--- src/rtl/individual_eval_pkg.sv ---
// Shared definitions for the individual fitness scorer.
//   W_DEF / NVEC_DEF     : default output-word width and vectors per run
//   ERR_W_DEF / CNT_W_DEF: accumulator widths matching the defaults
//   fsm_state_e          : scorer control states
package individual_eval_pkg;

    localparam int unsigned W_DEF     = 16;
    localparam int unsigned NVEC_DEF  = 256;
    localparam int unsigned ERR_W_DEF = $clog2(NVEC_DEF * 4 * W_DEF + 1);
    localparam int unsigned CNT_W_DEF = $clog2(NVEC_DEF + 1);

    typedef enum logic [1:0] {
        StIdle,
        StRun,
        StDrain,
        StReport
    } fsm_state_e;

endpackage

--- src/rtl/popcount64.sv ---
// Combinational population count.
//   vec_i : Width-bit input vector
//   cnt_o : number of set bits in vec_i
module popcount64 #(
    parameter int unsigned Width = 64,
    parameter int unsigned CntW  = $clog2(Width + 1)
) (
    input  logic [Width-1:0] vec_i,
    output logic [CntW-1:0]  cnt_o
);

    always_comb begin
        cnt_o = '0;
        for (int i = 0; i < Width; i++) begin
            cnt_o = cnt_o + CntW'(vec_i[i]);
        end
    end

endmodule

--- src/rtl/individual_fitness_scorer.sv ---
// Fitness scorer for evolved candidate blocks with four W-bit outputs.
// Each accepted beat is compared against golden outputs through a two-stage
// pipeline (XOR, then popcount/zero flag); mismatching bits and exact-match
// vectors are accumulated over NVEC beats, then a one-cycle done pulse
// presents the final result.
//   clk, rst            : clock, synchronous active-high reset
//   start               : begin a run (honoured in IDLE and REPORT only)
//   busy                : run in progress (RUN or DRAIN)
//   in_valid / in_ready : beat handshake
//   cand_y* / ref_y*    : candidate and golden output words
//   done                : one-cycle pulse when results are final
//   bit_err, vec_match  : mismatching bit total, fully-matching vector total
//   perfect             : bit_err == 0, latched on entry to REPORT
module individual_fitness_scorer
    import individual_eval_pkg::*;
#(
    parameter int unsigned W     = W_DEF,
    parameter int unsigned NVEC  = NVEC_DEF,
    parameter int unsigned ERR_W = $clog2(NVEC * 4 * W + 1),
    parameter int unsigned CNT_W = $clog2(NVEC + 1)
) (
    input  logic             clk,
    input  logic             rst,
    input  logic             start,
    output logic             busy,
    input  logic             in_valid,
    output logic             in_ready,
    input  logic [W-1:0]     cand_y3,
    input  logic [W-1:0]     cand_y2,
    input  logic [W-1:0]     cand_y1,
    input  logic [W-1:0]     cand_y0,
    input  logic [W-1:0]     ref_y3,
    input  logic [W-1:0]     ref_y2,
    input  logic [W-1:0]     ref_y1,
    input  logic [W-1:0]     ref_y0,
    output logic             done,
    output logic [ERR_W-1:0] bit_err,
    output logic [CNT_W-1:0] vec_match,
    output logic             perfect
);

    localparam int unsigned VecW = 4 * W;
    localparam int unsigned PopW = $clog2(VecW + 1);

    fsm_state_e       state_q, state_d;
    logic [CNT_W-1:0] cnt_q, cnt_d;
    logic [ERR_W-1:0] bit_err_q, bit_err_d;
    logic [CNT_W-1:0] vec_match_q, vec_match_d;
    logic             perfect_q, perfect_d;
    logic             done_q, done_d;

    logic             s1_valid_q, s1_valid_d;
    logic [VecW-1:0]  s1_xor_q, s1_xor_d;
    logic             s2_valid_q, s2_valid_d;
    logic [PopW-1:0]  s2_pop_q, s2_pop_d;
    logic             s2_zero_q, s2_zero_d;

    logic [PopW-1:0]  s1_pop;
    logic             accept;

    popcount64 #(
        .Width (VecW),
        .CntW  (PopW)
    ) u_popcount (
        .vec_i (s1_xor_q),
        .cnt_o (s1_pop)
    );

    // The last acceptance moves the FSM to DRAIN, so RUN alone implies room.
    assign in_ready = (state_q == StRun);
    assign accept   = in_valid && in_ready;

    always_comb begin
        state_d     = state_q;
        cnt_d       = cnt_q;
        bit_err_d   = bit_err_q;
        vec_match_d = vec_match_q;
        perfect_d   = perfect_q;
        done_d      = 1'b0;

        // Payload registers only load on a real transfer / valid stage.
        s1_valid_d = accept;
        s1_xor_d   = s1_xor_q;
        if (accept) begin
            s1_xor_d = {cand_y3 ^ ref_y3, cand_y2 ^ ref_y2,
                        cand_y1 ^ ref_y1, cand_y0 ^ ref_y0};
        end

        s2_valid_d = s1_valid_q;
        s2_pop_d   = s2_pop_q;
        s2_zero_d  = s2_zero_q;
        if (s1_valid_q) begin
            s2_pop_d  = s1_pop;
            s2_zero_d = (s1_xor_q == '0);
        end

        if (s2_valid_q) begin
            bit_err_d   = bit_err_q + ERR_W'(s2_pop_q);
            vec_match_d = vec_match_q + CNT_W'(s2_zero_q);
        end

        unique case (state_q)
            StIdle, StReport: begin
                if (start) begin
                    state_d     = StRun;
                    cnt_d       = '0;
                    bit_err_d   = '0;
                    vec_match_d = '0;
                    perfect_d   = 1'b0;
                end else if (state_q == StReport) begin
                    state_d = StIdle;
                end
            end
            StRun: begin
                if (accept) begin
                    cnt_d = cnt_q + 1'b1;
                    if (cnt_q == CNT_W'(NVEC - 1)) begin
                        state_d = StDrain;
                    end
                end
            end
            StDrain: begin
                // With S1 empty, the beat in S2 (if any) lands on this edge,
                // so bit_err_d is already the final total.
                if (!s1_valid_q) begin
                    state_d   = StReport;
                    done_d    = 1'b1;
                    perfect_d = (bit_err_d == '0);
                end
            end
            default: state_d = StIdle;
        endcase
    end

    always_ff @(posedge clk) begin
        if (rst) begin
            state_q     <= StIdle;
            cnt_q       <= '0;
            bit_err_q   <= '0;
            vec_match_q <= '0;
            perfect_q   <= 1'b0;
            done_q      <= 1'b0;
            s1_valid_q  <= 1'b0;
            s1_xor_q    <= '0;
            s2_valid_q  <= 1'b0;
            s2_pop_q    <= '0;
            s2_zero_q   <= 1'b0;
        end else begin
            state_q     <= state_d;
            cnt_q       <= cnt_d;
            bit_err_q   <= bit_err_d;
            vec_match_q <= vec_match_d;
            perfect_q   <= perfect_d;
            done_q      <= done_d;
            s1_valid_q  <= s1_valid_d;
            s1_xor_q    <= s1_xor_d;
            s2_valid_q  <= s2_valid_d;
            s2_pop_q    <= s2_pop_d;
            s2_zero_q   <= s2_zero_d;
        end
    end

    assign busy      = (state_q == StRun) || (state_q == StDrain);
    assign done      = done_q;
    assign bit_err   = bit_err_q;
    assign vec_match = vec_match_q;
    assign perfect   = perfect_q;

endmodule
--- config.mk ---
export PLATFORM = sky130hd
export DESIGN_NAME = individual_fitness_scorer
export DESIGN_NICKNAME = d
export VERILOG_FILES = /design/src/rtl/individual_eval_pkg.sv /design/src/rtl/popcount64.sv /design/src/rtl/individual_fitness_scorer.sv
export SDC_FILE = /design/constraint.sdc
export NUM_CORES = 1
export LEC_CHECK = 0
export ABC_AREA = 1
export CAP_MARGIN = 20
export CORE_AREA = 4 4 138 140
export DETAILED_ROUTE_END_ITERATION = 6
export DIE_AREA = 0 0 142 144
export GPL_TIMING_DRIVEN = 0
export PLACE_DENSITY = 0.69
export SLEW_MARGIN = 20
export SYNTH_ARGS = -nofsm -noshare
export SYNTH_HDL_FRONTEND = slang
export SYNTH_SLANG_ARGS = --single-unit
--- constraint.sdc ---
create_clock -name clk -period 8.4 [get_ports clk]
set_input_delay 0.84 -clock clk [delete_from_list [all_inputs] [get_ports clk]]
set_output_delay 0.84 -clock clk [all_outputs]
set_load 0.03 [all_outputs]
Yosys cells after proc, flatten, opt, wreduce, memory -nomap -nowiden
Index checks and enable logic that the tools add are counted.
{ "word_totals": {"register_bits": 111, "elab_cells": 122, "in_bits": 132, "output_inout_bits": 28} }
{ "op_classes": {"add_sub_neg": 66, "n_eq_ne": 9, "n_reduce_logical": 12, "mux": 19, "n_bitwise": 5} }
{ "op_table": {"columns": ["operator", "count"], "rows": [
  ["7-bit by 1-bit adder with 7-bit output", 62],
  ["64-bit logical NOT", 1],
  ["16-bit XOR", 4],
  ["15-bit 2-to-1 mux", 3],
  ["9-bit 2-to-1 mux", 5],
  ["9-bit case mux with 2 select lines", 1],
  ["15-bit by 7-bit adder with 15-bit output", 1],
  ["15-bit logical NOT", 1],
  ["2-bit 2-to-1 mux", 5],
  ["9-bit by 1-bit adder with 9-bit output", 1],
  ["9-bit by 1-bit adder with 9-bit output, second input constant", 1],
  ["9-bit by 8-bit equality test with 1-bit output, second input constant", 1],
  ["2-bit case mux with 3 select lines", 1],
  ["3-bit AND reduction", 2],
  ["2-bit equality test, second input constant", 2],
  ["2-bit by 1-bit != test with 1-bit output, second input constant", 2],
  ["2-bit != test, second input constant", 2],
  ["4-bit AND reduction", 1],
  ["2-bit nonzero test", 2],
  ["2-bit OR reduction", 2],
  ["1-bit 2-to-1 mux", 3],
  ["3-bit != test, second input constant", 1],
  ["1-bit by 1-bit adder with 2-bit output", 1],
  ["2-bit by 1-bit equality test with 1-bit output, second input constant", 1],
  ["other kinds (5)", 5]
]} }

Longest topological paths before layout
Gate-level depths: netlist (run 1).
{ "depth": {"ltp_word": 63, "mapped_depth": 26, "depth_no_buf": 26} }

Modules after synthesis
From an unflattened synthesis (run 1), not the netlist that was laid out.
{ "unflattened": {"hier_cells": 864, "area_unflattened_um2": 7000.5} }
{ "by_module_without_submodules": {"columns": ["mod", "instances", "area_per_inst_um2", "seq_area_each_um2", "cells_each"], "rows": [
  ["individual_fitness_scorer", 1, 5236.3, 2222.1, 675],
  ["popcount64", 1, 1764.2, 0.0, 189]
]} }

Worst setup path before layout (run 1)
Ideal clock, no wire load.
{ "synth_timing": {"path_type": "reg-to-reg", "startpoint": "register s1_xor_q[0]", "endpoint": "register s2_pop_q[6]", "setup_slack_ps": 2464, "period_less_slack_ps": 5936, "required_ps": 8326, "n_path_buf": 0, "stages_incl_launch_ff": 19, "setup_time_ps": 74, "t_arrival_ps": 5862, "path_cell_list": "dfxtp_1 -> inv_1 -> ha_1 -> inv_1 -> fa_1 -> fa_1 -> fa_1 -> fa_1 -> fa_1 -> fa_1 -> fa_1 -> fa_1 -> fa_1 -> fa_1 -> nor2_1 -> o21ai_0 -> a21boi_0 -> o21ai_0 -> a31oi_1"} }
{ "synth_via": {"elab_chain_cells": 63} }
{ "synth_lines": {"columns": ["item", "line", "text"], "rows": [
  ["start, declared", "individual_fitness_scorer.sv:53", "logic [VecW-1:0] s1_xor_q, s1_xor_d;"],
  ["start signal, assigned", "individual_fitness_scorer.sv:156", "s1_xor_q <= s1_xor_d;"],
  ["1-bit by 1-bit adder with 2-bit output", "popcount64.sv:15", "cnt_o = cnt_o + CntW'(vec_i[i]);"],
  ["7-bit by 1-bit adder with 7-bit output (62 in series)", "popcount64.sv:15", null],
  ["end signal, assigned", "individual_fitness_scorer.sv:158", "s2_pop_q <= s2_pop_d;"],
  ["end, declared", "individual_fitness_scorer.sv:55", "logic [PopW-1:0] s2_pop_q, s2_pop_d;"]
]} }
Every way passes these cells.
A chain may end at the register's enable or synchronous reset.

Final worst setup path (run 1)
Same ends and word-level chain as after synthesis.

==> metrics.md, run 1 <==
| Metric | Value |
|---|---|
| Run status | finished, final reports clean |
| # Post-CTS Setup Buffers | 0 |
| Setup_tns | 0 ns |
| Setup repair after global routing missed its margin | no |
| Pin count of the biggest net entering global routing | 19 |
| Final ANT Viol Nets | 0 |
| Endpoint required time on the critical path | 8.68 ns |
| Endpoint of the worst hold-timing path | cnt_q[8]$_SDFFE_PP0P_ |
| First-pass DRT Iterations | 5 |
| Initial cell density of the core | 39.1% |
| Signal arrival time at the worst endpoint | 6.74 ns |
| Routed via count divided by cell count | 4.75 |
| Sequential cell area fraction in the yosys report | 31.9% |
| End of the worst register-to-register path | s2_pop_q[6]$_SDFFE_PP0P_ |
| CTS Hold Bufs | 0 |
| Number of standard cells after synthesis | 851 |
| Primary flip-flop cell chosen by synthesis mapping | dfxtp_1 |
| Seq cells post-synth | 111 |
| Layout filler cell count | 1727 |
| Max Clk Rate | 0.155 GHz |
| Cells resized by post-CTS repair | 0 |
| Global-route wire length before repair | 26600 um |
| # nets final | 1239 |
| Overall fraction of global-route tracks in use | 16.0% |
| Summed instance area of the synthesized netlist | 6980 um2 |
| Final hold vios | 0 |
| Via count of the first global-routing pass | 5870 |
| Vertical extent of the die | 144 um |
| Clock-pin slew reported for the worst setup and hold paths after clock tree synthesis | 0.07 ns |
| Type of the worst min-delay path | reg -> reg |
| Number of DRC markers after the initial detailed-route iteration | 252 |
| TritonCTS clock tree | done |
| Final Worst Setup Slack | 1.94 ns |
| Maximum ir drop on the vdd rail | 715 uV |
| Cells on Worst Hold Path | 2 |
| Distinct cell type count of the synthesized netlist | 37 |
| Cell row count | 49 |
| WL per Instance | 13.0 um |
| Power Total | 3.76 mW |
| Final setup viols | 0 |
| Total clock sinks | 111 |
| Hold_sp | cnt_q[8]$_SDFFE_PP0P_ |
| Later-pin clock latency in the skew report | 0.36 ns |
| Slew @ Worst Pin | 0.564 ns |
| FF-to-FF Start | s1_xor_q[0]$_SDFFE_PP0P_ |
| Horizontal extent of the die | 142 um |
| Die footprint | 20400 um2 |
| Count of input and output buffers | 159 |
| Worst setup slack for register-to-register paths | 1.94 ns |
| Area growth from synthesis to layout | 31.3% |
| Relative slew slack | 62.4% |
| DRC violations left | 0 |
| Final Skew | 0.00910 ns |
| Final max-slew violation count | 0 |
| Ratio of final minimum period to clock period | 76.9% |
| Estimated wirelength of the detail-placed design | 13400 um |
| Synth Net Count | 1069 |
| Max-cap violations | 0 |
| Layout cells sized above 1 | 4.00% |
| GRT Residual Overflow | 0 |
| Crit path max fanout | 3 |
| Final weighted congestion in routability-driven placement | 0.832 |
| Wirelength, routed | 16300 um |
| Buffers from clock root to sink, at most | 2 |
| Yosys Warn Count | 0 |
| Type of element launching the critical path | register |
| EDFF count, synth | 0 |
| Number of clock buffers inserted by TritonCTS | 9 |
| Pre-CTS WS | 1.99 ns |
| Nature of the critical path endpoint | register |
| Pwr per Cell Area | 410 nW/um2 |
| Mean cell area of the mapped netlist | 8.20 um2 |
| Number of antenna violations at the first check in global routing | 0 |
| Depth of the most critical reg-to-reg path | 18 |
| # IOs | 160 |
| Floorplan Core Area | 17800 um2 |
| ANT cells | 0 |
| Via count | 5962 |
| Root buffer cell | clkbuf_16 |
| Final critical path time including I/O delays and setup | 6.46 ns |
| Critical path start-end classification | reg -> reg |
| Number of H-tree levels | 3 |
| Static leakage | 3.81 nW |
| Async set-reset flop share out of synthesis | 0% |
[state kept, by name, indices dropped and copies added, names as in the netlist]
register and count:
bit_err 15, s1_valid_q 1, cnt_q 9, vec_match 9
s2_zero_q 1, perfect 1, s2_valid_q 1, s1_xor_q 64
state_q 2, s2_pop_q 7, done 1
[cell type report]
class / instances / area, um2 / share of cell area, %
Multi-Input combinational cell: 563 / 4070 / 44.4
Sequential cell: 111 / 2220 / 24.3
Timing Repair Buffer: 159 / 1590 / 17.4
Inverter: 150 / 566 / 6.17
Tap cell: 229 / 287 / 3.13
Clock buffer: 10 / 239 / 2.61
Buffer: 27 / 119 / 1.30
Clock inverter: 5 / 66.3 / 0.724
[worst max path at each step]
stage / startpoint / endpoint / slack (ns) / cells after the start
floorplan: s1_xor_q[0]$_SDFFE_PP0P_ / s2_pop_q[6]$_SDFFE_PP0P_ / 2.46 / 18
global placement: s1_xor_q[0]$_SDFFE_PP0P_ / s2_pop_q[6]$_SDFFE_PP0P_ / 2.10 / 18
detailed placement: s1_xor_q[0]$_SDFFE_PP0P_ / s2_pop_q[6]$_SDFFE_PP0P_ / 1.99 / 18
CTS: s1_xor_q[0]$_SDFFE_PP0P_ / s2_pop_q[6]$_SDFFE_PP0P_ / 1.96 / 18
global route: s1_xor_q[0]$_SDFFE_PP0P_ / s2_pop_q[6]$_SDFFE_PP0P_ / 1.67 / 18
finish: s1_xor_q[0]$_SDFFE_PP0P_ / s2_pop_q[6]$_SDFFE_PP0P_ / 1.94 / 18
[layer usage]
layer  GRT usage, %  up-vias  part of all wire, %
li1               -     3057                    -
met1           19.5     2724                   44
met2           28.6      158                   50
met3           4.03       23                  5.2
met4           3.64        0                  1.4
met5              0        -                    0
[critical path, stage by stage (launching register included)]
cell      delay [ns]
dfxtp_1         0.36
inv_1           0.05
ha_1            0.28
inv_1           0.07
fa_1            0.47
fa_1            0.58
fa_1            0.47
fa_1            0.54
fa_1            0.44
fa_1            0.53
fa_1            0.43
fa_1            0.49
fa_1            0.43
fa_1            0.40
nor2_1          0.14
o21ai_0         0.13
a21boi_0        0.30
o21ai_0         0.12
a31oi_1         0.14
[cell usage in the layout (no fill, tap or decap), drive strengths merged]
| cell | n |
|---|---|
| buf | 4 |
| a22o | 1 |
| a21boi | 2 |
| o21ai | 85 |
| bufinv | 1 |
| xor2 | 4 |
| dfxtp | 111 |
| clkbuf | 33 |
| a21oi | 86 |
| or2 | 6 |
| fa | 55 |
| clkdlybuf4s50 | 159 |
| o211ai | 1 |
| nor2 | 57 |
| nor3 | 8 |
| o31ai | 1 |
| nand2 | 95 |
| inv | 152 |
| nand3b | 4 |
| nand3 | 37 |
| clkinvlp | 1 |
| nor4 | 18 |
| xnor2 | 65 |
| ha | 31 |
| o211a | 1 |
| nand4 | 5 |
| clkinv | 1 |
| a31oi | 1 |
[cells by family after synthesis]
group	after synthesis	share of synthesized area [%]
adders and majority gates	86	21.3
buffers and inverters	177	9.81
AOI/OAI and AO/OA	178	13.2
xor gates and xnor gates	69	8.66
and+or+nand+nor	230	15.2
DFF	111	31.9
[cells in the mapped netlist (2+ instances only)]
cell | count | share of area [%]
nor2_2 | 3 | 0.27
nand4_1 | 5 | 0.45
nand2_2 | 5 | 0.45
buf_6 | 2 | 0.32
nor2_1 | 54 | 2.9
nand2_1 | 89 | 4.8
or2_2 | 2 | 0.18
or2_1 | 2 | 0.18
nor4_1 | 18 | 1.6
nor3_1 | 8 | 0.57
clkbuf_1 | 23 | 1.2
inv_1 | 146 | 7.9
o21ai_1 | 4 | 0.29
xor2_1 | 4 | 0.50
buf_2 | 2 | 0.14
nand3_1 | 33 | 2.4
fa_1 | 55 | 16
nand3_2 | 4 | 0.57
dfxtp_1 | 111 | 32
inv_2 | 3 | 0.16
a21oi_1 | 85 | 6.1
nand3b_1 | 4 | 0.43
o21ai_0 | 81 | 5.8
xnor2_1 | 65 | 8.2
ha_1 | 31 | 5.6
[report_power, final]
| group | switching, mW | internal (mW) |
|---|---|---|
| logic | 1.50 | 1.13 |
| clock network | 0.200 | 0.242 |
| registers | 0.0748 | 0.613 |
[stage by stage]
| step | area (um2) | hold slack (ns) | instances | util (%) |
|---|---|---|---|---|
| final | 9160 | 0.471 | 1254 | 51.3 |
| after global placement | 8850 | 0.452 | 1239 | 49.6 |
| after global routing | 9160 | 0.503 | 1254 | 51.3 |
| after floorplan | 6980 | 0.430 | 851 | - |
| after CTS | 9160 | 0.472 | 1254 | 51.3 |
| after detailed placement | 8850 | 0.460 | 1239 | 49.6 |
Note: power is estimated with default switching activity, not from simulation.
==> run 2: changes to the inputs <==
==> constraint.sdc (replaced) <==
create_clock -name clk -period 6.4 [get_ports clk]
set_input_delay 0.64 -clock clk [delete_from_list [all_inputs] [get_ports clk]]
set_output_delay 0.64 -clock clk [all_outputs]
set_load 0.03 [all_outputs]
==> metrics.md, run 2 (same netlist as run 1, synthesis figures left out) <==
| Metric | Value |
|---|---|
| Crit path max fanout | 3 (unchanged) |
| Wirelength, routed | 16300 um (+0.17%) |
| # IOs | 160 (unchanged) |
| Max Clk Rate | 0.161 GHz (+4.0%) |
| Total clock sinks | 111 (unchanged) |
| CTS Hold Bufs | 0 (unchanged) |
| Via count | 5967 (+0.084%) |
| Most common library cell in the layout ignoring fill and taps | clkdlybuf4s50_1 |
| Final ANT Viol Nets | 0 (unchanged) |
| Number of antenna violations at the first check in global routing | 0 (unchanged) |
| Buffers from clock root to sink, at most | 2 (unchanged) |
| Overall fraction of global-route tracks in use | 16.0% (unchanged) |
| Critical path start-end classification | reg -> reg |
| Final Skew | 0.00900 ns (-0.0000953 ns) |
| Static leakage | 3.82 nW (+0.17%) |
| Number of non-filler instances in the completed layout | 1255 (+0.080%) |
| Number of clock buffers inserted by TritonCTS | 9 (unchanged) |
| Cell total after placement | 1239 (unchanged) |
| Vertical extent of the die | 144 um (unchanged) |
| Initial cell density of the core | 39.1% (unchanged) |
| Later-pin clock latency in the skew report | 0.36 ns (about the same) |
| Non-Filler Cell Area, Final | 9180 um2 (+0.22%) |
| ANT cells | 0 (unchanged) |
| Final hold vios | 0 (unchanged) |
| Top library cells by usage in the layout, fill and taps aside | clkdlybuf4s50_1, inv_1, dfxtp_1 |
| Power Total | 5.04 mW (+34%) |
| Final cell utilization of the core | 51.4% (+0.11 points) |
| Final max-slew violation count | 0 (unchanged) |
| Via count of the first global-routing pass | 5870 (unchanged) |
| Layout cells sized above 1 | 4.58% (+0.58 points) |
| Final setup viols | 0 (unchanged) |
| Global-route wire length before repair | 26600 um (unchanged) |
| Relative slew slack | 62.2% (-0.25 points) |
| Endpoint required time on the critical path | 6.68 ns (-2.00 ns) |
| Nature of the critical path endpoint | register |
| Type of the worst min-delay path | reg -> reg |
| Pwr per Cell Area | 549 nW/um2 (+34%) |
| Largest register by flop count | s1_xor_q |
| Area growth from synthesis to layout | 31.6% |
| Number of H-tree levels | 3 (unchanged) |
| First-pass DRT Iterations | 4 (-1) |
| Signal arrival time at the worst endpoint | 6.49 ns (-0.25 ns) |
| Die footprint | 20400 um2 (unchanged) |
| Run status | finished, final reports clean |
| Clock-pin slew reported for the worst setup and hold paths after clock tree synthesis | 0.07 ns (about the same) |
| WL per Instance | 13.0 um (about the same) |
| Pin count of the biggest net entering global routing | 19 (unchanged) |
| GRT Residual Overflow | 0 (unchanged) |
| Max-cap violations | 0 (unchanged) |
| Final critical path time including I/O delays and setup | 6.21 ns (-0.249 ns) |
| Count of input and output buffers | 159 (unchanged) |
| Layout filler cell count | 1725 (-0.12%) |
| Cell row count | 49 (unchanged) |
| Worst hold slack across all endpoints | 0.470 ns (-0.000129 ns) |
| Routed via count divided by cell count | 4.75 (about the same) |
| Floorplan Core Area | 17800 um2 (unchanged) |
| Estimated wirelength of the detail-placed design | 13400 um (unchanged) |
| Horizontal extent of the die | 142 um (unchanged) |
| Number of DRC markers after the initial detailed-route iteration | 269 (+6.7%) |
| Placement Cell Area | 8850 um2 (unchanged) |
| Slew @ Worst Pin | 0.568 ns (+0.00371 ns) |
| # nets final | 1240 (+0.081%) |
| DRC violations left | 0 (unchanged) |
| Final weighted congestion in routability-driven placement | 0.832 (unchanged) |
| Maximum ir drop on the vdd rail | 947 uV (+32%) |
| Number of flip-flops under the largest register name | 64 (unchanged) |
| Type of element launching the critical path | register |
| TritonCTS clock tree | done |
| Ratio of final minimum period to clock period | 97.0% (+20 points) |
| Root buffer cell | clkbuf_16 |
-- run 2: metrics by stage --
stage                     TNS [ns]  setup slack [ns]
after CTS                        0            0.0367
after detailed placement   -0.0114           -0.0114
after global routing      -0.00633          -0.00633
final                            0             0.190
after floorplan                  0             0.464
after global placement           0            0.0954
-- run 2: worst paths after layout --
kind / startpoint / end / slack [ns] / depth (start not counted)
max: s1_xor_q[1]$_SDFFE_PP0P_ / s2_pop_q[6]$_SDFFE_PP0P_ / 0.19 / 18
min: cnt_q[8]$_SDFFE_PP0P_ / cnt_q[8]$_SDFFE_PP0P_ / 0.47 / 2
max reg2reg: s1_xor_q[1]$_SDFFE_PP0P_ / s2_pop_q[6]$_SDFFE_PP0P_ / 0.19 / 18
min reg2reg: cnt_q[8]$_SDFFE_PP0P_ / cnt_q[8]$_SDFFE_PP0P_ / 0.47 / 2
-- run 2: metal layers --
metal	wire, um	part of all wire, %	track usage (%)	vias up
li1	-	-	-	3059
met1	6930	42	19.5	2716
met2	8170	50	28.6	171
met3	1020	6.2	4.03	21
met4	206	1.3	3.64	0
met5	0	0	0	-
-- run 2: layout make-up --
type	count	area [um2]	share of cell area, %
Inverter	150	566	6.16
Tap cell	229	287	3.12
Clock buffer	10	239	2.60
Timing Repair Buffer	160	1600	17.4
Sequential cell	111	2220	24.2
Clock inverter	5	66.3	0.722
Multi-Input combinational cell	563	4080	44.5
Buffer	27	119	1.29
-- run 2: power breakdown --
part / switching, mW / total (mW) / leakage (nW) / internal [mW]
Combinational: 2.04 / 3.55 / 2.77 / 1.51
Sequential: 0.0980 / 0.903 / 0.902 / 0.805
Clock: 0.265 / 0.582 / 0.147 / 0.317
-- run 2: critical path, stage by stage (launching register included) --
cell      delay [ns]
dfxtp_1         0.35
inv_1           0.05
ha_1            0.26
inv_1           0.05
fa_1            0.49
fa_1            0.54
fa_1            0.46
fa_1            0.54
fa_1            0.44
fa_1            0.53
fa_1            0.43
fa_1            0.49
fa_2            0.38
fa_2            0.36
nor2_2          0.14
o21ai_0         0.13
a21boi_1        0.24
o21ai_0         0.10
a31oi_1         0.14
-- run 2: repair_timing --
action	4_1_cts	5_1_grt
gates cloned	0	0
pin swaps	0	6
endpoints found under the setup margin	1	3
hold endpoints to repair	0	0
buffers inserted	0	1
gates resized for setup	1	5
